## src/rtl/regfile_wb_arbiter.sv

```systemverilog
// Round-robin writeback arbiter for the single regfile write port, with a
// destination-register scoreboard used by issue to stall on RAW/WAW hazards.
module regfile_wb_arbiter #(
    parameter int NUM_REQ = 3
) (
    input  logic                    clk,
    input  logic                    rst,
    input  logic                    chip_en,
    input  logic [NUM_REQ-1:0]      req_valid,
    input  logic [5*NUM_REQ-1:0]    req_rd,
    input  logic [32*NUM_REQ-1:0]   req_data,
    output logic [NUM_REQ-1:0]      req_ready,
    output logic                    write_enable,
    output logic [4:0]              wr_port_add,
    output logic [31:0]             wr_port_data,
    input  logic                    issue_valid,
    input  logic [4:0]              issue_rd,
    output logic                    issue_ready,
    input  logic [4:0]              rs1_address,
    input  logic [4:0]              rs2_address,
    output logic                    rs1_busy,
    output logic                    rs2_busy
);

    localparam int PW = (NUM_REQ > 1) ? $clog2(NUM_REQ) : 1;

    // Handshakes: a transfer happens on a rising edge where valid & ready are
    // both 1. Ready never depends on anything but valid, chip_en and state, and
    // a requester may hold valid high across any number of non-ready cycles.

    logic [PW-1:0] last_q;
    logic [PW-1:0] grant_idx;
    logic [PW-1:0] cand_idx;
    logic          grant_any;
    int            cand;
    logic [4:0]    rd_arr   [NUM_REQ];
    logic [31:0]   data_arr [NUM_REQ];
    logic [4:0]    sel_rd;
    logic [31:0]   sel_data;
    logic [31:0]   busy_q;
    logic [31:0]   busy_d;
    logic          wr_next;

    always_comb begin
        for (int i = 0; i < NUM_REQ; i++) begin
            rd_arr[i]   = req_rd[5*i +: 5];
            data_arr[i] = req_data[32*i +: 32];
        end
    end

    // Search starts just after the last winner, so every requester gets a turn.
    always_comb begin
        req_ready = '0;
        grant_idx = '0;
        grant_any = 1'b0;
        cand      = 0;
        cand_idx  = '0;
        if (chip_en) begin
            for (int k = 1; k <= NUM_REQ; k++) begin
                cand     = (int'(last_q) + k) % NUM_REQ;
                cand_idx = PW'(cand);
                if (!grant_any && req_valid[cand_idx]) begin
                    grant_any = 1'b1;
                    grant_idx = cand_idx;
                end
            end
        end
        if (grant_any) begin
            req_ready[grant_idx] = 1'b1;
        end
    end

    assign sel_rd   = rd_arr[grant_idx];
    assign sel_data = data_arr[grant_idx];
    assign wr_next  = grant_any && (sel_rd != 5'd0);

    assign issue_ready = chip_en & ~busy_q[issue_rd];
    assign rs1_busy    = busy_q[rs1_address];
    assign rs2_busy    = busy_q[rs2_address];

    // A completing write clears busy even while chip_en is low.
    always_comb begin
        busy_d = busy_q;
        if (write_enable) begin
            busy_d[wr_port_add] = 1'b0;
        end
        if (issue_valid && issue_ready && (issue_rd != 5'd0)) begin
            busy_d[issue_rd] = 1'b1;
        end
        busy_d[0] = 1'b0;
    end

    always_ff @(posedge clk or negedge rst) begin
        if (!rst) begin
            last_q       <= PW'(NUM_REQ - 1);
            write_enable <= 1'b0;
            wr_port_add  <= 5'd0;
            wr_port_data <= 32'd0;
            busy_q       <= 32'd0;
        end else begin
            busy_q       <= busy_d;
            write_enable <= wr_next;
            if (wr_next) begin
                wr_port_add  <= sel_rd;
                wr_port_data <= sel_data;
            end
            if (grant_any) begin
                last_q <= grant_idx;
            end
        end
    end

endmodule

```

## config.mk

```make
export PLATFORM = sky130hd
export DESIGN_NAME = regfile_wb_arbiter
export DESIGN_NICKNAME = d
export VERILOG_FILES = /design/src/rtl/regfile_wb_arbiter.sv
export SDC_FILE = /design/constraint.sdc
export NUM_CORES = 1
export LEC_CHECK = 0
export CAP_MARGIN = 25
export CORE_MARGIN = 2
export CORE_UTILIZATION = 41
export CTS_CLUSTER_DIAMETER = 50
export DETAILED_ROUTE_END_ITERATION = 12
export PLACE_DENSITY = 0.78
export REMOVE_ABC_BUFFERS = 1
export SLEW_MARGIN = 15
export SYNTH_ARGS = -nofsm -noshare
export SYNTH_HDL_FRONTEND = slang
export SYNTH_SLANG_ARGS = --single-unit
```

## constraint.sdc

```tcl
create_clock -name clk -period 4 [get_ports clk]
set_clock_uncertainty 0.1 [all_clocks]
set_input_delay 1.2 -clock clk [delete_from_list [all_inputs] [get_ports clk]]
set_output_delay 1.2 -clock clk [all_outputs]
set_load 0.03 [all_outputs]
```

==> out/metrics.cfg <==
[cts]
numCtsBuffers=9
hold_buffers=0
clockRootBuffer=clkbuf_16
worstSkewPairLatency_ns=0.33
htreeDepth=3
clockBufferDepth=2
cts.sinks=71
cts_tree=built
clk_pin_slew_ns=0.05

[synth]
syn_area_per_cell_sq_um=10.5
yosysWarnings=0
yosysTopAreaCellShare_pct=37.7
synthFlopType=dfrtp_1
yosys-top-cells-area=dfrtp_1 38%, mux4_2 13%, o21ai_0 11%
synth-edff-count=0
synth_commonest_cells=99 x o21ai_0, 70 x dfrtp_1, 57 x nand2_1
ys_types=49
syn_area_sq_um=4650
synth.yosys.seq_area_share_pct=38.3
synth.most_common_cell=o21ai_0
yosysTopAreaCell=dfrtp_1
synth-async-reset-ratio_pct=100
synth_cells=443
ys_ff_latch=71

[floorplanning]
num_rows=38
initial_core_util_pct=42.5
die_w_microns=110
die_h_microns=110
io_pins=177
dieArea_sq_um=12200
core_area_sq_um=10900

[place]
placedCellCount=765
dp_hpwl_microns=11600
io_buffers=176
place_congestion=0.956

[sta]
fin_ws_ns=-0.112
max_freq_mhz=243
fin_tns_setup_ns=-0.234
maxSlewHeadroom_pct=61.8
hold_slack_ns=0.388
grt_setup_unrepaired=true
hold_viol=0
fin_crit_sh_pct=103
fin_crit_ns=4.11
tightest_slew_ns=0.573
slew_violations=0
setup_viol=3

[worst_setup_path]
worstSetupEndpointType=output pin
crit_type=input port to output pin
crit_start=rs1_address[0]
arrival_ns=2.81
required_ns=2.70
critPathMaxFanout=5
r2r_start=last_q[1]
cp-start-kind=input port

[power]
ir_drop_mv=0.353
power_leakage_nw=2.80
cellPowerDensity_nw_per_um2=667

[outcome]
status=complete, but fails checks
violations=setup timing

[layout]
drive_above_1_share_pct=21.0
areaGrowthSynthToFinish_pct=55.3
nets=777
diodes=0
stdcell_count=787

[grt]
gr-total-overflow=0
track_usage_pct=24.4
grt_max_degree=65
grt_pass1_vias=4535
grt_pass1_wl_microns=23800
antenna_found_initial=0

[route]
drcViolationCount=0
vias_per_cell=5.69
vias=4475
drt_first_pass_iters=5
drt_wl_total_microns=14900
ant_nets=0
wl_per_cell_microns=18.9
drt_iter0_markers=272

[run]
max_cap_violations=0

[worst_hold_path]
hold_path.class=flop to flop
min_from=wr_port_data[27]

==> cells in the final DEF, fill, tap and decap left out, types with 3 or more instances in the layout <==
cell type        synthesis  routed
buf_4                    2      28
clkbuf_16                0       9
clkdlybuf4s50_1          0     159
nor2_1                  10       9
mux2_1                   7       7
o211ai_1                 4       4
nor3_1                   6       5
nand2_1                 57      57
nand3_1                 11      11
mux4_2                  26      26
nand2b_1                 7       7
mux2i_1                 36      35
mux2_2                   9       7
o21ai_0                 99      99
inv_1                   12      11
mux2_4                  20      22
buf_12                   0       4
clkinv_2                 0       3
buf_6                    5      10
dfrtp_1                 70      70
a21oi_1                  5       4
==> cell type report <==
type / count / area (sq um)
clock buffers: 10 / 239
clock inverters: 6 / 60.1
fillers: 821 / 3720
inverters: 12 / 45.0
multi-input cells: 335 / 2770
flip-flops and latches: 71 / 1780
well taps: 140 / 175
repair buffers: 213 / 2150
==> flip-flops by register name, summed over array words and instances (netlist names) <==
signal        cells
busy_q           31
wr_port_add       5
wr_port_data     32
last_q            2
write_enable      1
==> path summary, 6_finish.rpt <==
kind                       slack (ns)                to  cells after the start
max in group asynchronous        2.46  wr_port_data[10]                      2
min reg2reg                      0.39  wr_port_data[27]                      1
max                             -0.11          rs1_busy                      6
min in group asynchronous        0.61        busy_q[19]                      1
max reg2reg                      0.82  wr_port_data[30]                     11
min                              0.39  wr_port_data[27]                      1
==> power by group <==
| part | internal (mW) | switching, mW | leakage (nW) |
|---|---|---|---|
| clock | 0.495 | 0.291 | 0.144 |
| sequential | 1.08 | 0.344 | 0.811 |
| combinational | 1.30 | 1.30 | 1.84 |
| total | 2.87 | 1.94 | 2.80 |
==> repair_timing <==
| action | CTS | global route |
|---|---|---|
| endpoints found under the setup margin | 5 | 5 |
| setup buffers | 3 | 2 |
| pin swaps | 5 | 6 |
| gates resized for setup | 61 | 13 |
| gates cloned | 2 | 0 |
==> critical path, stage by stage <==
cell	delay, ns
buf_8	0.09
buf_12	0.12
mux4_2	0.49
mux4_2	0.48
mux2_4	0.29
buf_6	0.14
==> cell families (layout without fill, tap and decap cells) <==
family / Yosys count / after routing / share of synthesized area, %
buffers and inverters: 37 / 241 / 4.04
and+or+nand+nor: 105 / 105 / 10.2
DFF: 71 / 71 / 38.3
muxes: 98 / 98 / 30.7
AOI/OAI and AO/OA: 129 / 129 / 16.0
adders and majority gates: 3 / 3 / 0.754
==> through the flow <==
stage                     power, mW  util [%]  cell area (sq um)  setup slack, ns
after floorplan                2.84         -               4500            -1.24
after global placement         3.81      61.4               6710           -0.977
after detailed placement       3.89      61.4               6710            -1.02
after CTS                      4.78      65.8               7190           -0.115
after global routing           5.07      66.0               7220           -0.151
final                          4.81      66.0               7220           -0.112
==> per-layer routing <==
layer	global-route usage [%]	vias to the layer above	routed length, microns
met2	45.2	246	8020
met5	0	-	0
li1	-	2045	-
met3	5.65	30	1080
met1	27.8	2154	5440
met4	7.67	0	355
No activity file was read; power rests on OpenSTA's default activity.
